--- config.mk ---
export PLATFORM = sky130hd
export DESIGN_NAME = mem_stage_lsu
export DESIGN_NICKNAME = d
export VERILOG_FILES = /design/src/rtl/rv32i_lsu_pkg.sv /design/src/rtl/lsu_load_align.sv /design/src/rtl/mem_stage_lsu.sv
export SDC_FILE = /design/constraint.sdc
export NUM_CORES = 1
export LEC_CHECK = 0
export BUFFER_PORTS_ARGS = -buffer_cell sky130_fd_sc_hd__buf_2
export CAP_MARGIN = 20
export CORE_MARGIN = 4
export CORE_UTILIZATION = 45
export DETAILED_ROUTE_END_ITERATION = 12
export PLACE_DENSITY = 0.76
export SYNTH_ARGS = -nofsm -noshare
export SYNTH_HDL_FRONTEND = slang
export SYNTH_HIERARCHICAL = 1
export SYNTH_SLANG_ARGS = --single-unit
--- constraint.sdc ---
create_clock -name clock -period 2 [get_ports clock]
set_input_delay 0.1 -clock clock [delete_from_list [all_inputs] [get_ports clock]]
set_output_delay 0.1 -clock clock [all_outputs]
set_load 0.01 [all_outputs]
--- src/rtl/rv32i_lsu_pkg.sv ---
`default_nettype none
// ============================================================================
// Package     : rv32i_lsu_pkg
// Description : Shared types, funct3 codes and store-lane helper for the
//               memory-stage load/store unit.
// Revision    : 1.0 - initial release
// ============================================================================
package rv32i_lsu_pkg;

   typedef enum logic [1:0] {
      IDLE = 2'd0,
      REQ  = 2'd1,
      DONE = 2'd2
   } lsu_state_t;

   localparam logic [2:0] F3_B  = 3'b000;
   localparam logic [2:0] F3_H  = 3'b001;
   localparam logic [2:0] F3_W  = 3'b010;
   localparam logic [2:0] F3_BU = 3'b100;
   localparam logic [2:0] F3_HU = 3'b101;

   // Returns {byte_en, wdata}. Size comes from funct3[1:0], so unsigned loads
   // share the lane pattern of their signed counterparts.
   function automatic logic [35:0] store_lanes(input logic [2:0]  funct3,
                                               input logic [1:0]  addr,
                                               input logic [31:0] wd);
      logic [3:0]  w_be;
      logic [31:0] w_wdata;
      case (funct3[1:0])
         2'b00: begin
            w_be    = 4'b0001 << addr;
            w_wdata = {4{wd[7:0]}};
         end
         2'b01: begin
            w_be    = addr[1] ? 4'b1100 : 4'b0011;
            w_wdata = {2{wd[15:0]}};
         end
         default: begin
            w_be    = 4'b1111;
            w_wdata = wd;
         end
      endcase
      return {w_be, w_wdata};
   endfunction

endpackage
`default_nettype wire

--- src/rtl/lsu_load_align.sv ---
`default_nettype none
// ============================================================================
// Module      : lsu_load_align
// Description : Selects the addressed byte/half of a bus read word and
//               sign- or zero-extends it according to funct3.
// Revision    : 1.0 - initial release
// ============================================================================
module lsu_load_align
   import rv32i_lsu_pkg::*;
(
   input  logic [31:0] i_rdata,
   input  logic [1:0]  i_addr_lo,
   input  logic [2:0]  i_funct3,
   output logic [31:0] o_data
);

   logic [7:0]  w_byte;
   logic [15:0] w_half;

   // Lane selection followed by extension.
   always_comb begin
      w_byte = i_rdata[{i_addr_lo, 3'b000} +: 8];
      w_half = i_addr_lo[1] ? i_rdata[31:16] : i_rdata[15:0];
      case (i_funct3)
         F3_B:    o_data = {{24{w_byte[7]}}, w_byte};
         F3_H:    o_data = {{16{w_half[15]}}, w_half};
         F3_BU:   o_data = {24'd0, w_byte};
         F3_HU:   o_data = {16'd0, w_half};
         default: o_data = i_rdata;
      endcase
   end

endmodule
`default_nettype wire

--- src/rtl/mem_stage_lsu.sv ---
`default_nettype none
// ============================================================================
// Module      : mem_stage_lsu
// Description : Memory-stage load/store unit. Checks legality of the M-stage
//               access, runs one req/ack bus transaction, returns extended
//               load data and stalls the pipeline while the access is open.
// Revision    : 1.0 - initial release
// ============================================================================
module mem_stage_lsu
   import rv32i_lsu_pkg::*;
#(
   parameter int TIMEOUT_CYCLES = 255
) (
   input  logic        clock,
   input  logic        sync_reset,
   input  logic        mem_read_M,
   input  logic        mem_write_M,
   input  logic [2:0]  funct3_M,
   input  logic [31:0] ALU_result_M,
   input  logic [31:0] write_data_M,
   output logic        bus_req,
   output logic        bus_we,
   output logic [31:0] bus_addr,
   output logic [31:0] bus_wdata,
   output logic [3:0]  bus_byte_en,
   input  logic        bus_ack,
   input  logic [31:0] bus_rdata,
   output logic [31:0] load_data_M,
   output logic        stall_M,
   output logic        misaligned_M,
   output logic        access_fault_M,
   output logic        bus_err_M
);

   localparam int CNT_W = ($clog2(TIMEOUT_CYCLES + 1) > 8) ? $clog2(TIMEOUT_CYCLES + 1) : 8;
   localparam logic [CNT_W:0] C_TMO = (CNT_W + 1)'(TIMEOUT_CYCLES);

   lsu_state_t       r_state;
   logic [CNT_W-1:0] r_cnt;
   logic [2:0]       r_funct3;
   logic [1:0]       r_addr_lo;
   logic             r_is_load;

   logic        w_access;
   logic        w_f3_ok;
   logic        w_aligned;
   logic        w_fault;
   logic        w_misal;
   logic        w_legal;
   logic [35:0] w_lanes;
   logic [31:0] w_load_data;
   logic [CNT_W:0] w_cnt_inc;
   logic        w_timeout;

   // Legality decode of the access currently presented by the E->M register.
   always_comb begin
      w_access = mem_read_M | mem_write_M;
      if (mem_write_M)
         w_f3_ok = (funct3_M == F3_B) || (funct3_M == F3_H) || (funct3_M == F3_W);
      else
         w_f3_ok = (funct3_M == F3_B) || (funct3_M == F3_H) || (funct3_M == F3_W) ||
                   (funct3_M == F3_BU) || (funct3_M == F3_HU);
      case (funct3_M[1:0])
         2'b01:   w_aligned = ~ALU_result_M[0];
         2'b10:   w_aligned = (ALU_result_M[1:0] == 2'b00);
         default: w_aligned = 1'b1;
      endcase
      // Fault outranks misalignment.
      w_fault   = w_access & ((mem_read_M & mem_write_M) | ~w_f3_ok);
      w_misal   = w_access & ~w_fault & ~w_aligned;
      w_legal   = w_access & ~w_fault & w_aligned;
      w_lanes   = store_lanes(funct3_M, ALU_result_M[1:0], write_data_M);
      w_cnt_inc = {1'b0, r_cnt} + {{CNT_W{1'b0}}, 1'b1};
      w_timeout = (TIMEOUT_CYCLES != 0) && (w_cnt_inc >= C_TMO);
      stall_M   = sync_reset & ((r_state == REQ) | ((r_state == IDLE) & w_legal));
   end

   lsu_load_align u_align (
      .i_rdata   (bus_rdata),
      .i_addr_lo (r_addr_lo),
      .i_funct3  (r_funct3),
      .o_data    (w_load_data)
   );

   // Transaction FSM with registered bus outputs, load result and fault pulses.
   always_ff @(posedge clock) begin
      if (!sync_reset) begin
         r_state        <= IDLE;
         r_cnt          <= '0;
         r_funct3       <= 3'd0;
         r_addr_lo      <= 2'd0;
         r_is_load      <= 1'b0;
         bus_req        <= 1'b0;
         bus_we         <= 1'b0;
         bus_addr       <= 32'd0;
         bus_wdata      <= 32'd0;
         bus_byte_en    <= 4'd0;
         load_data_M    <= 32'd0;
         misaligned_M   <= 1'b0;
         access_fault_M <= 1'b0;
         bus_err_M      <= 1'b0;
      end else begin
         misaligned_M   <= 1'b0;
         access_fault_M <= 1'b0;
         bus_err_M      <= 1'b0;
         case (r_state)
            IDLE: begin
               if (w_legal) begin
                  r_state     <= REQ;
                  r_cnt       <= '0;
                  r_funct3    <= funct3_M;
                  r_addr_lo   <= ALU_result_M[1:0];
                  r_is_load   <= mem_read_M;
                  bus_req     <= 1'b1;
                  bus_we      <= mem_write_M;
                  bus_addr    <= {ALU_result_M[31:2], 2'b00};
                  bus_byte_en <= w_lanes[35:32];
                  bus_wdata   <= w_lanes[31:0];
               end else begin
                  access_fault_M <= w_fault;
                  misaligned_M   <= w_misal;
               end
            end
            REQ: begin
               // An ack in the same cycle as the timeout completes normally.
               if (bus_ack) begin
                  r_state <= DONE;
                  bus_req <= 1'b0;
                  if (r_is_load)
                     load_data_M <= w_load_data;
               end else if (w_timeout) begin
                  r_state   <= DONE;
                  bus_req   <= 1'b0;
                  bus_err_M <= 1'b1;
                  if (r_is_load)
                     load_data_M <= 32'd0;
               end else if (r_cnt != {CNT_W{1'b1}}) begin
                  r_cnt <= w_cnt_inc[CNT_W-1:0];
               end
            end
            DONE: r_state <= IDLE;
            default: r_state <= IDLE;
         endcase
      end
   end

endmodule
`default_nettype wire

# --- After elaboration in Yosys (flattened, before gate mapping) ---
# Index checks and enable logic that the tools add are counted.
op_classes:
  addsub: 1
  mul: 0
  div_mod_pow: 0
  order_cmp: 1
  n_eq_ne: 16
  shift: 2
  muxes: 25
  bitwise: 17
  n_reduce_logical: 18
ops:
  columns: ["cell", "n"]
  rows:
  - ["$mux 32", 4]
  - ["$pmux 32 s4", 1]
  - ["$pmux 32 s2", 1]
  - ["$mux 8", 4]
  - ["$shiftx 32x6->8", 1]
  - ["$mux 16", 1]
  - ["$pmux 8 s2", 1]
  - ["$eq 3x3->1 const B", 4]
  - ["$add 8x1->9 const B", 1]
  - ["$ge 9x8->1 const B", 1]
  - ["$ne 8x8->1 const B", 1]
  - ["$pmux 4 s2", 1]
  - ["$and 1x1->1", 7]
  - ["$not 1->1", 7]
  - ["$eq 3x1->1 const B", 2]
  - ["$logic_not 2->1", 3]
  - ["$logic_not 3->1", 2]
  - ["$mux 2", 3]
  - ["$ne 2x2->1 const B", 3]
  - ["$reduce_and 3->1", 2]
  - ["$reduce_or 3->1", 2]
  - ["$mux 1", 5]
  - ["$reduce_and 5->1", 1]
  - ["$eq 2x1->1 const B", 2]
  - ["12 further kinds", 20]
totals:
  ff_bits: 119
  latch_bits: 0
  ramBits: 0
  rom_bits: 0
  input_bits: 104
  memories: 0

# --- Logic depth before layout (Yosys ltp) ---
# Gate-level depths: netlist (run 1).
depth:
  depth_word: 15
  depth_mapped: 11
  ltp_nobuf: 8

# --- Hierarchy ---
# Netlist (run 1), hierarchy kept.
by_module_without_submodules:
  columns: ["module", "n_inst", "cells_per_inst", "area_each_um2", "seq_area_each_um2"]
  rows:
  - ["mem_stage_lsu", 1, 568, 4759.6, 2382.3]
  - ["lsu_load_align", 1, 118, 760.7, 0.0]

# --- Worst setup path after synthesis (run 1) ---
# Ideal clock, no wire load.
synth_path:
  path_type: "register to register"
  from: "register r_cnt[0]"
  to: "register load_data_M[2]"
  setup_ns: 0.128
  arrival_ns: 1.806
  required_time_ns: 1.872
  setup_slack_ns: 0.066
  path_stages_with_launch: 10
  n_path_buf: 1
  period_less_slack_ns: 1.934
  path_cell_list: "dfxtp_1 -> inv_1 -> ha_1 -> nor2_1 -> o211ai_1 -> o31ai_2 -> o211ai_2 -> buf_2 -> a22oi_1 -> nor2_1"
synth_via:
  elab_chain_len: 4
synth_lines:
  columns: ["item", "line_no", "text"]
  rows:
  - ["start, declared", "mem_stage_lsu.sv:39", "logic [CNT_W-1:0] r_cnt;"]
  - ["start signal, assigned", "mem_stage_lsu.sv:138", "r_cnt <= w_cnt_inc[CNT_W-1:0];"]
  - ["$add 8x1->9", "mem_stage_lsu.sv:73", "w_cnt_inc = {1'b0, r_cnt} + {{CNT_W{1'b0}}, 1'b1};"]
  - ["$ge 9x8->1", "mem_stage_lsu.sv:74", "w_timeout = (TIMEOUT_CYCLES != 0) && (w_cnt_inc >= C_TMO);"]
  - ["$reduce_bool 2->1 (no line)", null, null]
  - ["$reduce_and 3->1 (no line)", null, null]
  - ["end signal, assigned", "mem_stage_lsu.sv:130", "load_data_M <= w_load_data;"]
  - ["end, declared", "mem_stage_lsu.sv:28", "output logic [31:0] load_data_M,"]
# Every way passes these cells.
# A chain may end at the register's enable or synchronous reset.

# --- Worst setup path in the final report (run 1) ---
layout_path:
  from: "register r_cnt[1]"
  to: "register load_data_M[2]"
# Same word-level chain as after synthesis.

==> results of run 1 <==
-- cell usage after synthesis (all sizes together), types with 8 or more instances --
master  instances
dfxtp         119
o22a            8
nand2         125
buf            27
a211oi         19
nor3           16
nor2           73
o211ai          8
a22oi          34
inv            13
nand3          29
o21ai          20
a311oi          8
nand3b          9
a21oi          69
clkbuf         32
a22o            8
mux2i          14
-- routing by layer --
layer	track usage	up-vias
met3	0.0876	63
met1	0.311	2968
met5	0	-
met4	0.113	2
li1	-	2956
met2	0.421	348
-- logic make-up after synthesis --
group / after synthesis
AOI/OAI and AO/OA: 194
muxes: 17
adders and majority gates: 5
xor gates and xnor gates: 1
other: 1
and+or+nand+nor: 277
DFF: 119
buffers and inverters: 72
-- registers in the layout, indices dropped and copies added (netlist names) --
name and flops:
r_is_load 1, bus_err_M 1, access_fault_M 1, bus_byte_en 4, load_data_M 32, bus_req 1, r_state 2, bus_wdata 32
bus_we 1, r_addr_lo 2, bus_addr 30, r_cnt 8, r_funct3 3, misaligned_M 1
-- what timing repair did --
action / in CTS / in global routing
endpoints found under the hold margin: 61 / 0
setup buffers: 0 / 4
endpoints found under the setup margin: 37 / 45
hold buffers: 61 / 0
pin swaps: 2 / 10
gates cloned: 0 / 3
gates resized for setup: 2 / 27
-- stage by stage --
stage	util	instances	TNS [ns]	hold WS (ns)
after floorplan	-	687	0	0.165
after global placement	0.561	1013	0	0.327
after detailed placement	0.561	1013	-0.405	0.336
after CTS	0.669	1106	-0.0257	0.00610
after global routing	0.688	1113	-0.196	0.0242
final	0.688	1113	0	0.0209
-- critical path, delay by kind of cell, from the launching register on --
| family | cells | cell delay [ns] |
|---|---|---|
| DFF | 1 | 0.36 |
| adders and majority gates | 1 | 0.18 |
| AOI/OAI and AO/OA | 4 | 0.73 |
| and+or+nand+nor | 2 | 0.34 |
| buffers and inverters | 1 | 0.20 |
-- power by group through the flow --
stage | clock [mW] | combinational [mW] | sequential [mW]
detailed placement | 0 | 0.853 | 2.57
global placement | 0 | 0.849 | 2.56
floorplan | 0 | 0.463 | 2.61
CTS | 3.55 | 0.954 | 2.52
finish | 3.53 | 1.01 | 2.52
global route | 3.66 | 1.10 | 2.53
-- path summary, 6_finish.rpt --
kind | endpoint | slack [ns] | cells after the start
setup / recovery | load_data_M[2] | 0.03 | 8
hold / removal | bus_we | 0.02 | 3
setup reg to reg | load_data_M[2] | 0.03 | 8
hold reg to reg | bus_we | 0.45 | 2
-- final cells by class --
class,count,share of cell area
multi-input cells,496,0.354
flip-flops and latches,119,0.290
repair buffers,306,0.245
clock buffers,24,0.0595
clock inverters,8,0.0230
well taps,147,0.0223
inverters,13,0.00606
==> flow_metrics.env, run 1 <==
export IMPL_pwr_share_comb=0.143
export IMPL_area_growth_pct=49.6
export IMPL_hp_start="mem_write_M"
export IMPL_fill_cells=921
export IMPL_routed_wl_um=19300
export IMPL_dr_total_vias=6337
export IMPL_synth_top_cell_area_share=0.432
export IMPL_power_mw=7.06
export IMPL_wirelength_met1_um=7590
export IMPL_top_layer="met5"
export IMPL_reg2reg_from="r_cnt[1]"
export IMPL_pre_cts_slack_ns=-0.0697
export IMPL_drc=0
export IMPL_async_reset_ff_frac=0
export IMPL_cellInternalPower_mw=5.39
export IMPL_arrival_ns=2.24
export IMPL_num_io_pins=210
export IMPL_swShare=0.237
export IMPL_hold_path_class="in -> reg"
export IMPL_final_common_cell="buf_2"
export IMPL_drtIter0Drc=733
export IMPL_n_antenna_cell=0
export IMPL_synth_edf_count=0
export IMPL_critical_path_class="reg -> reg"
export IMPL_synth_area_top_cells="dfxtp_1 (43%), nand2_1 (8.4%), a21oi_1 (6.3%), nor2_1 (5.0%), a22oi_1 (4.6%)"
export IMPL_synth_mux_area_frac=0.0335
export IMPL_die_h_um=119
export IMPL_critPathMaxStageDelay_ns=0.36
export IMPL_port_buffers=207
export IMPL_cp_required_ns=2.27
export IMPL_grt_overflow_total=0
export IMPL_ys_ff_latch=119
export IMPL_met3WireLength_um=1810
export IMPL_drtAntennaViolNets=0
export IMPL_clkSinkCount=119
export IMPL_layout_common_cells="buf_2 (207), nand2_1 (123), dfxtp_1 (116)"
export IMPL_antenna_found_initial=1
export IMPL_hold_viol=0
export IMPL_synth_compound_area_frac=0.237
export IMPL_initial_utilization=0.460
export IMPL_ir_drop_uv=711
export IMPL_start_kind="flop"
export IMPL_slew_viol_final=0
export IMPL_synth_largest_area_cell="dfxtp_1"
export IMPL_htree_levels=4
export IMPL_fin_ws_ns=0.0320
export IMPL_grt_pass1_vias=6019
export IMPL_skew_ns=0.0103
export IMPL_status="finished clean"
export IMPL_route_met2_wl_um=9300
export IMPL_crit_chain="ha_4 -> and4bb_1 -> a211oi_2 -> o31ai_4 -> o211ai_4 -> clkbuf_16 -> a22oi_2 -> nor2_1"
export IMPL_syn_avg_cell_area_um2=8.05
export IMPL_dieArea_mm2=0.0141
export IMPL_grt_pass1_wl_um=29800
export IMPL_cts_root_buf="clkbuf_16"
export IMPL_routedWlPerCell_um=17.4
export IMPL_switchingPower_mw=1.67
export IMPL_synth_fa_ha_area_frac=0.0113
export IMPL_synth_top_flop_cell="dfxtp_1"
export IMPL_setup_viol=0
export IMPL_syn_inst=686
export IMPL_nNetsFinal=1062
export IMPL_synth_xor_area_share=0.00159
export IMPL_seq_area_frac_synth=0.432
export IMPL_critical_path_slowest_cell="dfxtp_4"
export IMPL_cp_max_fo=8
export IMPL_finalCritPeriodShare=0.984
export IMPL_globalplace_congestion=0.878
export IMPL_multiInputGateArea_mm2=0.00293
export IMPL_rsz0062_at_grt="true"
export IMPL_cts_buffer_depth=2
export IMPL_power_frac_clock=0.500
export IMPL_synth_top_family_by_area="compound AO/OA/AOI/OAI gates"
export IMPL_path_clk_slew_ns=0.05
export IMPL_die_w_um=119
export IMPL_period_needed_ns=1.97
export IMPL_vias_per_cell=5.69
export IMPL_fin_area_mm2=0.00826
export IMPL_p_leak_nw=3.62
export IMPL_cellPowerDensity_mw_per_mm2=855
export IMPL_synth_simple_area_share=0.222
export IMPL_rows=40
export IMPL_grt_usage=0.259
export IMPL_fmax_ghz=0.508
export IMPL_place_area_mm2=0.00674
export IMPL_clk_latency_ns=0.41
export IMPL_numCtsBuffers=17
export IMPL_p_seq_frac=0.357
export IMPL_grt_max_degree=46
export IMPL_maxCapViolCount=0
export IMPL_crit_start="r_cnt[1]"
export IMPL_syn_area_mm2=0.00552
export IMPL_yosysUniqueCellTypes=58
export IMPL_layout_drive_gt1_share=0.322
export IMPL_coreArea_mm2=0.0120
export IMPL_drtPass1Iterations=6
export IMPL_ff_latch_area_mm2=0.00239
export IMPL_cts_tree="built"
export IMPL_hpwl_um=11800
export IMPL_ys_warn_count=6
export IMPL_worstSetupEndpointType="flop"
(Power assumes the default switching activity.)
==> run 2, diff against run 1 <==
- ABC_AREA: not set -> 1
- CORE_UTILIZATION: 45 -> 46
==> flow_metrics.env, run 2 <==
export IMPL_grt_pass1_vias=6783
export IMPL_hold_viol=0
export IMPL_synth_edf_count=0
export IMPL_p_leak_nw=4.49
export IMPL_period_needed_ns=1.93
export IMPL_grt_usage=0.251
export IMPL_die_h_um=126
export IMPL_grt_pass1_wl_um=32900
export IMPL_layout_drive_gt1_share=0.268
export IMPL_start_kind="flop"
export IMPL_rrSetupSlack_ns=0.07
export IMPL_ir_drop_uv=606
export IMPL_antenna_found_initial=2
export IMPL_crit_start="r_cnt[1]"
export IMPL_die_w_um=126
export IMPL_fin_setup_tns_ns=0
export IMPL_path_clk_slew_ns=0.06
export IMPL_hp_start="funct3_M[0]"
export IMPL_seq_area_frac_synth=0.373
export IMPL_synth_largest_area_cell="dfxtp_1"
export IMPL_htree_levels=4
export IMPL_cts_root_buf="clkbuf_16"
export IMPL_port_buffers=207
export IMPL_synth_area_top_cells="dfxtp_1 (37%), nand2_1 (14%), nor2_1 (8.7%), inv_1 (6.6%), o21ai_0 (4.3%)"
export IMPL_routed_wl_um=21000
export IMPL_ys_warn_count=6
export IMPL_worstSetupEndpointType="flop"
export IMPL_critical_path_class="reg -> reg"
export IMPL_finalCritPeriodShare=0.963
export IMPL_cp_required_ns=2.30
export IMPL_grt_overflow_total=0
export IMPL_hold_path_class="in -> reg"
export IMPL_async_reset_ff_frac=0
export IMPL_maxCapViolCount=0
export IMPL_ys_ff_latch=119
export IMPL_setup_viol=0
export IMPL_initial_utilization=0.477
export IMPL_vias_per_cell=5.16
export IMPL_arrival_ns=2.23
export IMPL_yosysUniqueCellTypes=40
export IMPL_cts_buffer_depth=2
export IMPL_drc=0
export IMPL_synth_top_flop_cell="dfxtp_1"
export IMPL_drtAntennaViolNets=0
export IMPL_syn_area_mm2=0.00639
export IMPL_grt_max_degree=94
export IMPL_clk_latency_ns=0.42
export IMPL_power_mw=6.91
export IMPL_synth_top_cell_area_share=0.373
export IMPL_slew_headroom=0.398
export IMPL_dieArea_mm2=0.0158
export IMPL_cellPowerDensity_mw_per_mm2=774
export IMPL_reg2reg_from="r_cnt[1]"
export IMPL_globalplace_congestion=0.898
export IMPL_routedWlPerCell_um=14.9
export IMPL_numCtsBuffers=17
export IMPL_syn_inst=965
export IMPL_final_common_cell="nand2_1"
export IMPL_cts_tree="built"
export IMPL_area_growth_pct=39.7
export IMPL_yosysMostFrequentCell="nand2_1"
export IMPL_skew_ns=0.00419
export IMPL_clkSinkCount=119
export IMPL_hpwl_um=13000
export IMPL_reg_largest_list="bus_wdata: 32 flops, load_data_M: 32 flops, bus_addr: 30 flops"
export IMPL_tightest_slew_ns=0.903
export IMPL_synth_common_cells="nand2_1 (233), nor2_1 (148), dfxtp_1 (119)"
export IMPL_drtIter0Drc=609
export IMPL_coreArea_mm2=0.0134
export IMPL_nNetsFinal=1328
export IMPL_fmax_ghz=0.519
export IMPL_rows=42
export IMPL_fill_cells=1137
export IMPL_layout_common_cells="nand2_1 (229), buf_2 (207), nor2_1 (146)"
export IMPL_num_io_pins=210
export IMPL_dr_total_vias=7268
export IMPL_drtPass1Iterations=5
export IMPL_syn_avg_cell_area_um2=6.62
export IMPL_cp_max_fo=15
export IMPL_status="finished clean"
export IMPL_slew_viol_final=0
## run 2: worst max-delay path, cell delays in order, from the launching register on
cell and delay, ns:
dfxtp_4 0.39, ha_4 0.16, nand2_2 0.07, nor2_1 0.09, nand2_1 0.05, nand2_1 0.08, nand2_2 0.06, nor2_2 0.12
nand3_2 0.12, nand3_4 0.10, buf_4 0.16, buf_12 0.15, nand4_1 0.08, nand2_1 0.12, nor2_1 0.07
## run 2: logic make-up (layout without fill, tap and decap cells)
| logic type | Yosys count | count (layout) | synth area share |
|---|---|---|---|
| DFF | 119 | 119 | 0.373 |
| adders and majority gates | 5 | 5 | 0.00979 |
| and+or+nand+nor | 506 | 506 | 0.355 |
| AOI/OAI and AO/OA | 149 | 149 | 0.127 |
| xor gates and xnor gates | 1 | 1 | 0.00137 |
| other | 1 | 3 | 0.000587 |
| buffers and inverters | 184 | 450 | 0.134 |
## run 2: cell type report
type / count / area (µm²) / area share
diodes: 1 / 2.50 / 0.000280
clock buffers: 18 / 439 / 0.0492
clock inverters: 14 / 126 / 0.0142
inverters: 119 / 462 / 0.0517
multi-input cells: 663 / 3230 / 0.362
flip-flops and latches: 119 / 2390 / 0.268
well taps: 176 / 220 / 0.0247
repair buffers: 299 / 2050 / 0.230
## run 2: worst paths after layout
check,end,depth (start not counted)
worst max-delay path,load_data_M[31],14
worst min-delay path,r_funct3[0],3
worst max register to register,load_data_M[31],14
worst min register to register,bus_addr[17],2
## run 2: routing by layer
layer  up-vias  part of all wire  wire length (µm)  track usage
met5         -           0.00095                20            0
met4         2             0.034               703        0.106
met3        70             0.092              1930       0.0859
met2       355              0.47              9790        0.408
met1      3262              0.41              8510        0.303
li1       3579                 -                 -            -
## run 2: metrics by stage
stage	instances	hold slack (ns)	worst slack, ns	util	instance area, µm²
final	1409	0.0147	0.0738	0.666	8930
after global routing	1409	0.0294	-0.0403	0.666	8930
after CTS	1397	0.00164	0.0284	0.646	8660
after detailed placement	1305	0.336	0.0336	0.559	7500
after global placement	1305	0.320	0.113	0.559	7500
after floorplan	966	0.191	0.227	-	6390
## run 2: timing repair
item	CTS	global route
resized for setup	0	22
setup endpoints to repair	0	36
hold endpoints to repair	61	0
buffers inserted	0	6
hold buffers	60	0
## run 2: power by group
part           internal (mW)  switching (mW)  total [mW]
sequential              2.52          0.0942        2.61
clock                   1.74            1.16        2.90
combinational          0.583           0.818        1.40
total                   4.84            2.07        6.91
==> run 3, diff against run 2 <==
- CORE_UTILIZATION: 46 -> 51
- PLACE_DENSITY: 0.76 -> 0.79
- clock period: 2 -> 2.07 ns (I/O delays scaled with it)
==> flow_metrics.env, run 3 (same netlist as run 2, synthesis figures left out) <==
export IMPL_status="finished clean"
export IMPL_htree_levels=4
export IMPL_final_util=0.713
export IMPL_clk_latency_ns=0.42
export IMPL_start_kind="input pin"
export IMPL_tightest_slew_ns=0.887
export IMPL_num_io_pins=210
export IMPL_slew_viol_final=0
export IMPL_grt_usage=0.280
export IMPL_final_common_cell="nand2_1"
export IMPL_port_buffers=207
export IMPL_reg2reg_from="r_cnt[0]"
export IMPL_rows=40
export IMPL_period_needed_ns=1.94
export IMPL_pre_cts_slack_ns=0.0594
export IMPL_path_clk_slew_ns=0.05
export IMPL_p_leak_nw=4.38
export IMPL_hpwl_um=12600
export IMPL_dr_total_vias=7177
export IMPL_power_mw=6.79
export IMPL_maxCapViolCount=0
export IMPL_numCtsBuffers=17
export IMPL_cts_root_buf="clkbuf_16"
export IMPL_fin_setup_tns_ns=0
export IMPL_layout_drive_gt1_share=0.252
export IMPL_globalplace_congestion=0.880
export IMPL_routedWlPerCell_um=14.5
export IMPL_die_h_um=120
export IMPL_finalCritPeriodShare=0.938
export IMPL_ir_drop_uv=624
export IMPL_drtPass1Iterations=8
export IMPL_arrival_ns=1.84
export IMPL_rrSetupSlack_ns=0.14
export IMPL_hp_start="ALU_result_M[4]"
export IMPL_grt_pass1_vias=6711
export IMPL_rsz0062_at_grt="true"
export IMPL_drtIter0Drc=607
export IMPL_routed_wl_um=20100
export IMPL_clkSinkCount=119
export IMPL_setup_viol=0
export IMPL_skew_ns=0.00887
export IMPL_grt_max_degree=94
export IMPL_fin_area_mm2=0.00864
export IMPL_cp_max_fo=61
export IMPL_cellPowerDensity_mw_per_mm2=787
export IMPL_reg_largest_list="bus_wdata: 32 flops, load_data_M: 32 flops, bus_addr: 30 flops"
export IMPL_fmax_ghz=0.515
export IMPL_drc=0
export IMPL_cp_required_ns=1.97
export IMPL_hold_path_class="in -> reg"
export IMPL_critical_path_class="in -> out"
export IMPL_layout_common_cells="nand2_1 (233), buf_2 (207), nor2_1 (147)"
export IMPL_die_w_um=120
export IMPL_antenna_found_initial=1
export IMPL_dieArea_mm2=0.0144
export IMPL_cts_buffer_depth=2
export IMPL_vias_per_cell=5.18
export IMPL_worstSetupEndpointType="output pin"
export IMPL_r2r_end="load_data_M[5]"
export IMPL_grt_overflow_total=0
export IMPL_grt_pass1_wl_um=32500
export IMPL_area_growth_pct=35.2
export IMPL_fin_ws_ns=0.128
export IMPL_hold_end="bus_addr[4]"
export IMPL_slew_headroom=0.408
export IMPL_fill_cells=979
export IMPL_hold_depth=3
export IMPL_initial_utilization=0.527
export IMPL_coreArea_mm2=0.0121
export IMPL_drtAntennaViolNets=0
export IMPL_place_area_mm2=0.00745
export IMPL_hold_viol=0
export IMPL_reg2reg_depth=12
export IMPL_cts_tree="built"
export IMPL_nNetsFinal=1312
run 3: changes by cell type in the layout (fill, tap and decap cells not counted), sizes merged:
cell         change
clkbuf           -1
dlygate4sd3      -3
clkinv           -5
inv              +1
clkinvlp         -1
buf              -8
bufinv           +1
run 3: timing repair:
action / 4_1_cts / 5_1_grt
setup buffers: 0 / 0
endpoints found under the hold margin: 58 / 0
setup endpoints to repair: 0 / 34
hold buffers: 57 / 0
resized for setup: 0 / 5
run 3: layout make-up:
cell class              instances  area, µm²  area share
flip-flops and latches        119       2380       0.276
clock buffers                  22        484      0.0561
well taps                     168        210      0.0243
clock inverters                10        116      0.0135
multi-input cells             663       3170       0.367
repair buffers                283       1820       0.210
inverters                     119        455      0.0527
diodes                          1       2.50    0.000290
run 3: where the power goes:
part | total, mW | internal (mW) | leakage, nW | switching [mW]
Sequential | 2.52 | 2.43 | 0.970 | 0.0928
Clock | 2.98 | 1.90 | 0.293 | 1.08
Combinational | 1.29 | 0.522 | 3.12 | 0.767
run 3: how the worst max path moves through the flow:
stage	startpoint	to	depth (start not counted)
after global placement	r_cnt[0]	load_data_M[13]	12
after floorplan	r_cnt[0]	load_data_M[21]	12
final	funct3_M[2]	stall_M	9
after detailed placement	r_cnt[0]	load_data_M[5]	12
after global routing	funct3_M[2]	stall_M	9
after CTS	funct3_M[2]	stall_M	9
run 3: per-layer routing:
metal / global-route usage / vias to the layer above / routed length (µm)
li1: - / 3539 / -
met3: 0.0905 / 63 / 1640
met1: 0.344 / 3218 / 8330
met5: 0 / - / 0
met4: 0.120 / 0 / 656
met2: 0.450 / 357 / 9520
run 3: critical path, cell delays in order:
cell and delay, ns:
dlygate4sd3_1 0.54, buf_2 0.14, o21ai_0 0.13, nand2_1 0.10
nor2_2 0.12, nand3_2 0.11, buf_6 0.25, a21oi_1 0.16
buf_2 0.17
run 3: per-stage QoR:
stage          std cells  hold slack [ns]
2_1_floorplan        966            0.194
3_3_place_gp        1295            0.340
3_5_place_dp        1295            0.342
4_1_cts             1384          0.00263
5_1_grt             1385           0.0108
6_report            1385         0.000947
